--- config.mk ---
export PLATFORM = sky130hd
export DESIGN_NAME = regfile_access_ctrl
export DESIGN_NICKNAME = d
export VERILOG_FILES = /design/src/rtl/regfile_ctrl_pkg.sv /design/src/rtl/rr_arb2.sv /design/src/rtl/regfile_access_ctrl.sv
export SDC_FILE = /design/constraint.sdc
export NUM_CORES = 1
export LEC_CHECK = 0
export CAP_MARGIN = 20
export CELL_PAD_IN_SITES_DETAIL_PLACEMENT = 0
export CELL_PAD_IN_SITES_GLOBAL_PLACEMENT = 1
export CORE_MARGIN = 2
export CORE_UTILIZATION = 29
export DETAILED_ROUTE_END_ITERATION = 10
export GPL_ROUTABILITY_DRIVEN = 1
export HOLD_SLACK_MARGIN = 0.05
export PLACE_DENSITY_LB_ADDON = 0.1
export SYNTH_ARGS = -nofsm -noshare
export SYNTH_HDL_FRONTEND = slang
export SYNTH_SLANG_ARGS = --single-unit
--- constraint.sdc ---
create_clock -name clk -period 1.7 [get_ports clk]
set_input_delay 0.51 -clock clk [delete_from_list [all_inputs] [get_ports clk]]
set_output_delay 0.51 -clock clk [all_outputs]
set_load 0.05 [all_outputs]
--- src/rtl/regfile_ctrl_pkg.sv ---
// regfile_ctrl_pkg
// Shared definitions for the register-file access controller:
//   - FSM state encoding (IDLE=0, SERVE=1, RESP=2, CLEAR=3)
//   - default data width, address width and entry count
package regfile_ctrl_pkg;

   localparam int DATA_W_DEF   = 32;
   localparam int ADDR_W_DEF   = 5;
   localparam int NUM_REGS_DEF = 32;

   typedef enum logic [1:0] {
      IDLE  = 2'd0,
      SERVE = 2'd1,
      RESP  = 2'd2,
      CLEAR = 2'd3
   } state_t;

endpackage

--- src/rtl/rr_arb2.sv ---
// rr_arb2
// Two-way round-robin arbiter.
// Ports:
//   clk, Reset_n : clock, asynchronous active-low reset
//   req[1:0]     : request vector (bit 0 = master 0)
//   advance      : a grant is being taken this cycle; move the pointer
//   gnt[1:0]     : one-hot grant (combinational from req and pointer)
module rr_arb2
   import regfile_ctrl_pkg::*;
(
   input  logic       clk,
   input  logic       Reset_n,
   input  logic [1:0] req,
   input  logic       advance,
   output logic [1:0] gnt
);

   // 0 favours master 0, 1 favours master 1
   logic ptr_q;

   always_comb begin
      gnt = 2'b00;
      if (req == 2'b11) begin
         gnt = ptr_q ? 2'b10 : 2'b01;
      end else begin
         gnt = req;
      end
   end

   // After granting master 0 the pointer favours master 1, and vice versa.
   always_ff @(posedge clk or negedge Reset_n) begin
      if (!Reset_n) begin
         ptr_q <= 1'b0;
      end else if (advance && (gnt != 2'b00)) begin
         ptr_q <= gnt[0];
      end
   end

endmodule

--- src/rtl/regfile_access_ctrl.sv ---
// regfile_access_ctrl
// Arbitrates two request/ack masters onto the register file's write port
// and read port A, and runs a clear sequence writing zero to every entry.
// Ports:
//   clk, Reset_n              : clock, asynchronous active-low reset
//   mX_req/we/addr/wdata      : master X request (held until mX_ack)
//   mX_ack                    : one-cycle completion pulse
//   mX_rdata                  : read data, valid with mX_ack and held after
//   clr_start                 : one-cycle clear request
//   clr_busy / clr_done       : clear running / one-cycle completion pulse
//   rf_r_addr / rf_r_data     : file read port A (data combinational)
//   rf_w_addr/rf_w_data/rf_write : file write port
//   dbg_state                 : current FSM state (regfile_ctrl_pkg::state_t)
//
// Handshake: a master raises req with we/addr/wdata stable and holds it
// until it sees ack; it must drop req during the ack cycle. Inputs may change
// once the grant is latched. A req still high in the IDLE cycle after the
// ack is a new request.
module regfile_access_ctrl
   import regfile_ctrl_pkg::*;
#(
   parameter int DATA_W   = DATA_W_DEF,
   parameter int ADDR_W   = ADDR_W_DEF,
   parameter int NUM_REGS = NUM_REGS_DEF
) (
   input  logic              clk,
   input  logic              Reset_n,
   input  logic              m0_req,
   input  logic              m0_we,
   input  logic [ADDR_W-1:0] m0_addr,
   input  logic [DATA_W-1:0] m0_wdata,
   output logic              m0_ack,
   output logic [DATA_W-1:0] m0_rdata,
   input  logic              m1_req,
   input  logic              m1_we,
   input  logic [ADDR_W-1:0] m1_addr,
   input  logic [DATA_W-1:0] m1_wdata,
   output logic              m1_ack,
   output logic [DATA_W-1:0] m1_rdata,
   input  logic              clr_start,
   output logic              clr_busy,
   output logic              clr_done,
   output logic [ADDR_W-1:0] rf_r_addr,
   input  logic [DATA_W-1:0] rf_r_data,
   output logic [ADDR_W-1:0] rf_w_addr,
   output logic [DATA_W-1:0] rf_w_data,
   output logic              rf_write,
   output logic [1:0]        dbg_state
);

   localparam logic [ADDR_W-1:0] LAST_IDX = ADDR_W'(NUM_REGS - 1);

   state_t            state_q, state_d;
   logic [ADDR_W-1:0] cnt_q;
   logic              pend_q;
   logic              gnt_idx_q;
   logic              we_q;
   logic [ADDR_W-1:0] addr_q;
   logic [DATA_W-1:0] wdata_q;
   logic              grant_en;
   logic              clear_go;
   logic [1:0]        gnt;

   assign dbg_state = state_q;

   rr_arb2 u_arb (
      .clk     (clk),
      .Reset_n (Reset_n),
      .req     ({m1_req, m0_req}),
      .advance (grant_en),
      .gnt     (gnt)
   );

   always_ff @(posedge clk or negedge Reset_n) begin
      if (!Reset_n) begin
         state_q <= IDLE;
      end else begin
         state_q <= state_d;
      end
   end

   // Next state and the register-file drive. All rf_* outputs are zero
   // outside SERVE/CLEAR, so reset (state IDLE) forces them to zero at once.
   always_comb begin
      state_d   = state_q;
      grant_en  = 1'b0;
      clear_go  = 1'b0;
      clr_busy  = 1'b0;
      rf_r_addr = '0;
      rf_w_addr = '0;
      rf_w_data = '0;
      rf_write  = 1'b0;
      case (state_q)
         IDLE: begin
            // Clear takes priority over master requests.
            if (pend_q || clr_start) begin
               clear_go = 1'b1;
               state_d  = CLEAR;
            end else if (m0_req || m1_req) begin
               grant_en = 1'b1;
               state_d  = SERVE;
            end
         end
         SERVE: begin
            rf_r_addr = addr_q;
            rf_w_addr = addr_q;
            rf_w_data = wdata_q;
            rf_write  = we_q;
            state_d   = RESP;
         end
         RESP: begin
            state_d = IDLE;
         end
         CLEAR: begin
            clr_busy  = 1'b1;
            rf_write  = 1'b1;
            rf_w_addr = cnt_q;
            if (cnt_q == LAST_IDX) begin
               state_d = IDLE;
            end
         end
         default: state_d = IDLE;
      endcase
   end

   always_ff @(posedge clk or negedge Reset_n) begin
      if (!Reset_n) begin
         cnt_q     <= '0;
         pend_q    <= 1'b0;
         gnt_idx_q <= 1'b0;
         we_q      <= 1'b0;
         addr_q    <= '0;
         wdata_q   <= '0;
         m0_ack    <= 1'b0;
         m1_ack    <= 1'b0;
         m0_rdata  <= '0;
         m1_rdata  <= '0;
         clr_done  <= 1'b0;
      end else begin
         m0_ack   <= 1'b0;
         m1_ack   <= 1'b0;
         clr_done <= 1'b0;
         case (state_q)
            IDLE: begin
               if (clear_go) begin
                  cnt_q  <= '0;
                  pend_q <= 1'b0;
               end else if (grant_en) begin
                  gnt_idx_q <= gnt[1];
                  we_q      <= gnt[1] ? m1_we    : m0_we;
                  addr_q    <= gnt[1] ? m1_addr  : m0_addr;
                  wdata_q   <= gnt[1] ? m1_wdata : m0_wdata;
               end
            end
            SERVE: begin
               if (gnt_idx_q) begin
                  m1_ack <= 1'b1;
                  if (!we_q) m1_rdata <= rf_r_data;
               end else begin
                  m0_ack <= 1'b1;
                  if (!we_q) m0_rdata <= rf_r_data;
               end
               if (clr_start) pend_q <= 1'b1;
            end
            RESP: begin
               if (clr_start) pend_q <= 1'b1;
            end
            CLEAR: begin
               // clr_start is ignored here: no re-arm.
               cnt_q <= cnt_q + 1'b1;
               if (cnt_q == LAST_IDX) clr_done <= 1'b1;
            end
            default: ;
         endcase
      end
   end

endmodule
# [Word level (Yosys, flattened, before mapping)]
# Cells that the tools add are included.
[classes] n_addsub=1 eq_ne=9 n_mux=30 bitwise=3 n_reduce_logical=14
[ops] cell="two-way mux 32 bit" n=2
[ops] cell="case mux 5 bit (2 select lines)" n=2
[ops] cell="two-way mux 1 bit" n=15
[ops] cell="two-way mux 5 bit" n=3
[ops] cell="AND reduction 3 bit" n=4
[ops] cell="two-way mux 2 bit" n=5
[ops] cell="case mux 2 bit (4 select lines)" n=1
[ops] cell="== test 2 bit, second input constant" n=3
[ops] cell="nonzero test 2 bit" n=3
[ops] cell="adder 5 x 1 -> 5 bit, second input constant" n=1
[ops] cell="== test 5 bit, second input constant" n=1
[ops] cell="!= test 2 bit, second input constant" n=2
[ops] cell="case mux 1 bit (2 select lines)" n=2
[ops] cell="AND reduction 2 bit" n=2
[ops] cell="!= test 3 bit, second input constant" n=1
[ops] cell="NOT 1 bit" n=3
[ops] cell="== test 2 x 1 -> 1 bit, second input constant" n=1
[ops] cell="zero test 2 bit" n=1
[ops] cell="logical OR 1 bit" n=2
[ops] cell="!= test 2 x 1 -> 1 bit, second input constant" n=1
[ops] cell="OR reduction 2 bit" n=1
[ops] cell="logical AND 1 bit" n=1
[totals] reg_bits=115 elab_cells=70

# [Depth between registers and ports, before layout]
# Gate-level depths: netlist of run 1.
[depth] depth_word=5 ltp_mapped=7

# [By module]
# A second synthesis of run 1 with hierarchy kept.
[hier_totals] hier_cells=423 area_unflattened_um2=5227.5
[by_module_without_submodules] mod="regfile_access_ctrl" n_inst=1 cells_per_inst=417 area_per_inst_um2=5172.5
[by_module_without_submodules] mod="rr_arb2" n_inst=1 cells_per_inst=6 area_per_inst_um2=55.1

# [Worst setup path after synthesis of run 1]
# OpenSTA, ideal clock, no wires.
[synth_timing] path_type="reg2out" from="register state_q[0] (netlist: dbg_state[0])" to="output port rf_w_addr[2]" arrival_ns=2.444 path_slack_ns=-1.254 path_stages_with_launch=6 n_path_buf=1 path_cell_list="dfrtp_1 -> ha_1 -> clkbuf_1 -> and2_1 -> a21oi_1 -> nor2_1"
[synth_between] elab_chain_len=2 elab_cells_between_ends=3
[synth_rtl] element="start: declaration" line_no="regfile_access_ctrl.sv:53" rtl="state_t state_q, state_d;"
[synth_rtl] element="start signal: assignment" line_no="regfile_access_ctrl.sv:78" rtl="state_q <= state_d;"
[synth_rtl] element="== test 2 bit or == test 2 x 1 -> 1 bit (tied branches)" line_no="regfile_access_ctrl.sv:93" rtl="case (state_q)"
[synth_rtl] element="case mux 5 bit (2 select lines) (*)" line_no="regfile_access_ctrl.sv:93"
[synth_rtl] element="end: declaration" line_no="regfile_access_ctrl.sv:45" rtl="output logic [ADDR_W-1:0] rf_w_addr,"
# Mark *: on every way between the ends. The rest lies on a longest branch, timed or not.

# [Final worst setup path of run 1]
[layout_timing] from="register state_q[0] (netlist: dbg_state[0])" to="output port rf_w_data[20]"
[layout_between] elab_chain_len=2
[layout_rtl] element="== test 2 x 1 -> 1 bit" line_no="regfile_access_ctrl.sv:93"
[layout_rtl] element="two-way mux 32 bit" line_no="regfile_access_ctrl.sv:93"
[layout_rtl] element="end: declaration" line_no="regfile_access_ctrl.sv:46" rtl="output logic [DATA_W-1:0] rf_w_data,"
# No other way between the ends.

==> results by group, run 1 <==
Run status
  • Status: finished, violations left
  • Failing checks: negative setup slack

Place
  • Cell Area, Placed: 9480 µm²
  • Buffers on Ports: 225
  • GP Congestion: between 0.7 and 0.8
  • DP HPWL: 12400 µm

Synthesis
  • Synth cell types: 31
  • Post-Syn Area: 5280 µm²
  • Syn Nets: 591
  • Gate Count Post-Synth: 471
  • Synth Area in Simple Gates: between 10% and 20%
  • Xor and xnor fraction of the mapped netlist area: 0%
  • Synth Area in Compound Gates: 14.1%
  • Yosys reg bits: 115
  • Adder-cell share of the synthesized area: under 10%
  • Seq/Total Area, Yosys: around 55%
  • Ys Warns: 0
  • Syn Area/Cell: 11.2 µm²
  • Main combinational cell family by area after synthesis: multiplexers
  • Mux share of post-synthesis cell area: 14.3%

Global routing
  • Total global routing overflow: 0
  • Initial antenna violation count: 0
  • Total Routing Usage GR: 18.5%
  • First-pass GRT wire length: 28000 µm
  • Largest net degree at the start of global routing: 55
  • Number of global-route vias before repair: 5033

Pwr
  • Switching share of power: between 40% and 50%
  • Comb pwr share: 62.3%
  • Flop pwr share: 22.6%
  • Total internal power: between 0.01 and 0.015 W
  • Clock network power share: between 10% and 20%
  • P_sw: 0.00947 W
  • Pwr dens: 2260 nW/µm²
  • Leak: about 4.5 nW
  • Max rail drop VDD: ~1200 µV

CTS
  • CTS clk-pin slew, worst paths: around 0.060 ns
  • Root buf cell: clkbuf_16
  • H-tree depth: 4
  • Clk Latency, worst-skew pair: 0.41 ns
  • TritonCTS clock tree: built
  • CTS Buf Count: 17
  • CTS max path bufs: 2
  • Clock sink count: 115

STA
  • Setup WS post-layout: -0.521 ns
  • Tmin final: about 2.2 ns
  • Hold Violations, Final: 0
  • Least-Margin Pin Slew: 0.327 ns
  • Final worst path period share: 131%
  • Clk_skew: 0.00962 ns
  • Unrepaired setup endpoints after global routing: true
  • Peak Freq: roughly 0.45 GHz
  • # setup viols final: 153
  • Max_slew headroom: 78.2%
  • Final Max Tran Viols: 0

Worst setup path
  • CP max stage delay: 0.51 ns
  • Worst Path Max Fanout: 12
  • CP startpoint kind: register
  • CP cell instances: ha_4, buf_4, and2_2, buf_12
  • Worst EP required: about 1.2 ns
  • CP max-delay cell: dfrtp_4
  • Critical path arrival: roughly 1.7 ns
  • Worst R2R Setup Slack: -0.21 ns
  • CP bufs+invs: 2
  • Crit end category: output port
  • Largest delay share family, worst path: flip-flops
  • Critical path type: register to output port

Drt
  • Via Count: 4821
  • Final WL: 17600 µm
  • Initial DRT Pass Iterations: 5
  • Routed Antenna Nets: 0
  • Residual DRC: 0
  • Via/cell ratio: 4.91
  • Initial DRC Count: 259
  • WL/cell: 17.9 µm

Layout
  • Layout Area Growth over Synthesis: 97.2%
  • Fin area: ~10000 µm²
  • ANT cells: 0
  • Most frequent cells in the layout: buf_12, dfrtp_1, clkdlybuf4s50_1, a21oi_1, buf_4
  • Final net count: 859
  • Ratio of cells with drive above 1 in the final layout: between 40% and 50%
  • Fill cells: 1458
  • Commonest non-fill, non-tap cell in the layout: buf_12
  • Final core occ: 58.1%

Floorplan
  • Core region area: around 18000 µm²
  • Die Span Y: 139 µm
  • # rows: 49
  • Die area: just under 20000 µm²
  • I/O pins: 226
  • Chip Width: 139 µm
  • Initial Utilization: 29.5%

Hold path
  • Hold Path Class: primary input to async pin

Run
  • Max-Cap Viols: 0
==> final timing paths <==
check,startpoint,endpoint,cells past startpoint
setup reg to reg,dbg_state[1],m0_rdata[24],7
setup / recovery,dbg_state[0],rf_w_data[20],4
max in group asynchronous,Reset_n,dbg_state[0],3
hold reg to reg,u_arb.ptr_q,u_arb.ptr_q,1
hold / removal,Reset_n,m1_rdata[30],2
min in group clk,u_arb.ptr_q,u_arb.ptr_q,1
==> through the flow <==
stage / cells / worst slack (ns) / power (W) / setup TNS, ns / hold WS [ns]
after global routing: 981 / -0.576 / 0.0245 / -44.78 / 0.510
after detailed placement: 932 / -0.259 / 0.0195 / -17.91 / 0.376
after global placement: 932 / -0.209 / 0.0193 / -15.65 / 0.374
after CTS: 975 / -0.544 / 0.0236 / -35.23 / 0.490
final: 981 / -0.521 / 0.0235 / -33.16 / 0.502
after floorplan: 471 / -0.337 / 0.0122 / -15.67 / 0.214
==> power groups by stage <==
stage	clock network, W	registers, W	logic (W)
6_report	0.00355	0.00532	0.0146
5_1_grt	0.00377	0.00549	0.0152
4_1_cts	0.00363	0.00533	0.0146
3_5_place_dp	0	0.00534	0.0141
3_3_place_gp	0	0.00528	0.0140
2_1_floorplan	0	0.00765	0.00451
==> registers in the layout (all words and copies together), names as in the netlist, 2 cells and up <==
name and count:
m0_rdata 32, addr_q 5, m1_rdata 32, cnt_q 5, dbg_state 2, wdata_q 32
==> timing repair <==
| action | in CTS | in global routing |
|---|---|---|
| gates cloned | 4 | 0 |
| hold endpoints to repair | 11 | 0 |
| resized for setup | 25 | 11 |
| buffers inserted | 6 | 6 |
| setup endpoints to repair | 147 | 155 |
| hold buffers | 1 | 0 |
| pin swaps | 0 | 10 |
==> cells by family (layout without fill, tap and decap cells) <==
kind of cell,Yosys count,count (layout)
adders and majority gates,7,7
AOI/OAI and AO/OA,133,133
and+or+nand+nor,101,101
buffers and inverters,48,329
muxes,67,67
DFF,115,115
==> cells in the mapped netlist <==
cell type  count  area share, %
buf_6          4           0.85
buf_1          1          0.071
buf_4          1           0.14
nor2_1         5           0.36
a21o_1         4           0.57
buf_2         15            1.4
clkbuf_2       2           0.19
and2_1        39            4.6
nand2b_1       4           0.47
nand3_1       40            3.8
mux2_1         3           0.64
dfrtp_1      115             55
nor4b_1        1           0.17
and3_1         1           0.12
o21ai_0       37            3.5
a21oi_1       45            4.3
and2b_1        1           0.14
nor3b_4        1           0.36
o21bai_1       1           0.14
a31oi_1       39            4.6
clkbuf_1      19            1.4
a32o_1         2           0.38
ha_1           7            1.7
a22o_1         1           0.17
or2_1          1           0.12
a211o_1        1           0.17
nor2b_1        5           0.59
nand2_1        3           0.21
o21ai_1        3           0.28
inv_1          6           0.43
mux2_2        64             14
==> layout make-up <==
| class | instances | area [µm²] | share of cell area, % |
|---|---|---|---|
| clock buffers | 22 | 454 | 4.36 |
| clock inverters | 10 | 131 | 1.26 |
| inverters | 6 | 22.5 | 0.216 |
| multi-input cells | 308 | 2480 | 23.8 |
| flip-flops and latches | 115 | 2880 | 27.7 |
| well taps | 229 | 287 | 2.75 |
| repair buffers | 291 | 4150 | 39.9 |
==> per-layer routing <==
layer  up-vias  share of wire, %  GRT usage [%]
met3        16               6.0           4.70
met5         -                 0              0
met1      2376                42           23.3
met4         0               1.3           6.17
li1       2230                 -              -
met2       199                50           31.1
(Power assumes the default switching activity.)
==> inputs of run 2 (changes only) <==
--- a/config.mk
+++ b/config.mk
@@ -13,7 +13,7 @@
 export DETAILED_ROUTE_END_ITERATION = 10
 export GPL_ROUTABILITY_DRIVEN = 1
 export HOLD_SLACK_MARGIN = 0.05
-export PLACE_DENSITY_LB_ADDON = 0.1
+export PLACE_DENSITY = 0.79
 export SYNTH_ARGS = -nofsm -noshare
 export SYNTH_HDL_FRONTEND = slang
 export SYNTH_SLANG_ARGS = --single-unit
==> run 2 against run 1 <==
The flow still finishes with violations (negative setup slack). Via count increased by 7.1%. Clock power increased by 7.9%. Total power grew 7.9%. Design area grew 7.9%. Wire length is 20% higher. Combinational power increased by 9.6%. Global-route usage is 1.9 points higher. Flip-flop and latch count is the same. Critical path depth is 1 higher. Critical endpoint is now rf_w_addr[4].
==> results by group, run 2 (synthesized netlist as in run 1, its figures left out) <==
Worst setup path
  • CP max-delay cell: dfrtp_4
  • Worst EP required: 1.19 ns
  • Critical path arrival: 1.74 ns
  • Crit end category: output port
  • Critical path type: register to output port
  • Worst Path Max Fanout: 5
  • CP cell instances: ha_4, buf_6, and2_4, a21o_4, buf_12
  • CP startpoint kind: register
  • CP max stage delay: 0.51 ns

STA
  • Least-Margin Pin Slew: 0.420 ns
  • Min Hold Slack: 0.527 ns
  • Tmin final: 2.25 ns
  • Final Max Tran Viols: 0
  • Peak Freq: 0.445 GHz
  • Final worst path period share: 132%
  • Max_slew headroom: 72.0%
  • # setup viols final: 156
  • Hold Violations, Final: 0
  • Setup WS post-layout: -0.549 ns
  • Unrepaired setup endpoints after global routing: true
  • Clk_skew: 0.00743 ns

Layout
  • Ratio of cells with drive above 1 in the final layout: about 47%
  • Most frequent cells in the layout: buf_12, dfrtp_1, clkdlybuf4s50_1, mux2_4, a21oi_1
  • Layout Area Growth over Synthesis: 113%
  • Final net count: 886
  • Largest registers: m0_rdata: 32 flops, m1_rdata: 32 flops, wdata_q: 32 flops
  • ANT cells: 0
  • Commonest non-fill, non-tap cell in the layout: buf_12
  • Non-Filler Instances: 1008
  • Register area: 2880 µm²
  • Final core occ: about 63%
  • Fin area: 11200 µm²
  • Multi-input gate area: about 2700 µm²
  • Fill cells: ~1300

Hold path
  • Hold Path Class: register to register

Place
  • Buffers on Ports: around 230
  • Cell Area, Placed: 9490 µm²
  • DP HPWL: approximately 13000 µm
  • Post-Place Worst Slack: -0.378 ns
  • GP Congestion: 0.793
  • Cell count after placement: 935

CTS
  • H-tree depth: 4
  • Clock sink count: 115
  • CTS max path bufs: 2
  • TritonCTS clock tree: built
  • CTS Buf Count: 17
  • Root buf cell: clkbuf_16
  • Clk Latency, worst-skew pair: 0.41 ns
  • CTS clk-pin slew, worst paths: ~0.060 ns

Pwr
  • Pwr dens: 2260 nW/µm²
  • P_sw: 0.0103 W
  • Total internal power: 0.0151 W
  • Comb pwr share: 63.3%
  • Switching share of power: 40.5%
  • Max rail drop VDD: approximately 1600 µV
  • Clock network power share: 15.1%
  • Leak: 4.95 nW
  • Flop pwr share: 21.6%

Floorplan
  • Core region area: 17900 µm²
  • # rows: 49
  • Chip Width: between 100 and 150 µm
  • I/O pins: 226
  • Initial Utilization: 29.5%
  • Die area: slightly below 20000 µm²
  • Die Span Y: 139 µm

Global routing
  • Largest net degree at the start of global routing: 39
  • First-pass GRT wire length: 30500 µm
  • Total Routing Usage GR: 20.4%
  • Total global routing overflow: 0
  • Number of global-route vias before repair: 5277
  • Initial antenna violation count: 0

Drt
  • Via/cell ratio: 5.12
  • WL/cell: 20.9 µm
  • Initial DRC Count: 277
  • Residual DRC: 0
  • Routed Antenna Nets: 0
  • Initial DRT Pass Iterations: 5
  • Via Count: around 5200
  • Final WL: 21100 µm

Run status
  • Status: finished, violations left
  • Failing checks: negative setup slack

Run
  • Max-Cap Viols: 0
[run 2: final cells by class]
type	count	area share [%]
clock buffers	18	3.82
clock inverters	14	1.82
inverters	6	0.245
multi-input cells	308	23.6
flip-flops and latches	115	25.7
well taps	229	2.55
repair buffers	318	42.2
[run 2: worst paths after layout]
kind	from	endpoint	slack, ns	cells after the start
max in group asynchronous	Reset_n	u_arb.ptr_q	0.52	3
hold reg to reg	u_arb.ptr_q	u_arb.ptr_q	0.53	1
setup / recovery	dbg_state[0]	rf_w_addr[4]	-0.55	5
hold / removal	u_arb.ptr_q	u_arb.ptr_q	0.53	1
min in group asynchronous	Reset_n	m0_rdata[10]	0.62	2
setup reg to reg	dbg_state[1]	m0_rdata[13]	-0.32	9
[run 2: per-layer routing]
metal / GRT usage, % / share of wire (%) / vias to the layer above
met5: 0 / 0 / -
met1: 25.2 / 39 / 2584
met2: 34.8 / 53 / 262
li1: - / - / 2290
met3: 5.35 / 6.4 / 25
met4: 6.43 / 1.3 / 0
[run 2: power by group through the flow]
| stage | clock, W | sequential (W) | combinational (W) |
|---|---|---|---|
| after floorplan | 0 | 0.00765 | 0.00451 |
| after global placement | 0 | 0.00529 | 0.0139 |
| final | 0.00383 | 0.00549 | 0.0160 |
| after global routing | 0.00405 | 0.00561 | 0.0166 |
| after CTS | 0.00388 | 0.00539 | 0.0153 |
| after detailed placement | 0 | 0.00539 | 0.0141 |
[run 2: repair_timing]
| action | in CTS | in global routing |
|---|---|---|
| gates cloned | 11 | 6 |
| hold endpoints to repair | 23 | 0 |
| setup buffers | 15 | 11 |
| gates resized for setup | 63 | 51 |
| hold buffers | 1 | 0 |
| endpoints found under the setup margin | 140 | 156 |
| pin swaps | 11 | 12 |
[run 2: through the flow]
stage                     setup TNS, ns  total power (W)
final                            -43.19           0.0254
after floorplan                  -15.67           0.0122
after detailed placement         -21.53           0.0195
after CTS                        -43.00           0.0246
after global routing             -51.62           0.0262
after global placement           -17.73           0.0192
[run 2: critical path: cells and delay by family (launching register included)]
family,cells,cell delay [ns]
adder cells (fa/ha/maj),1,0.20
AND/OR/NAND/NOR,1,0.15
AO/OA/AOI/OAI,1,0.19
flip-flops,1,0.51
buffers and inverters,2,0.28
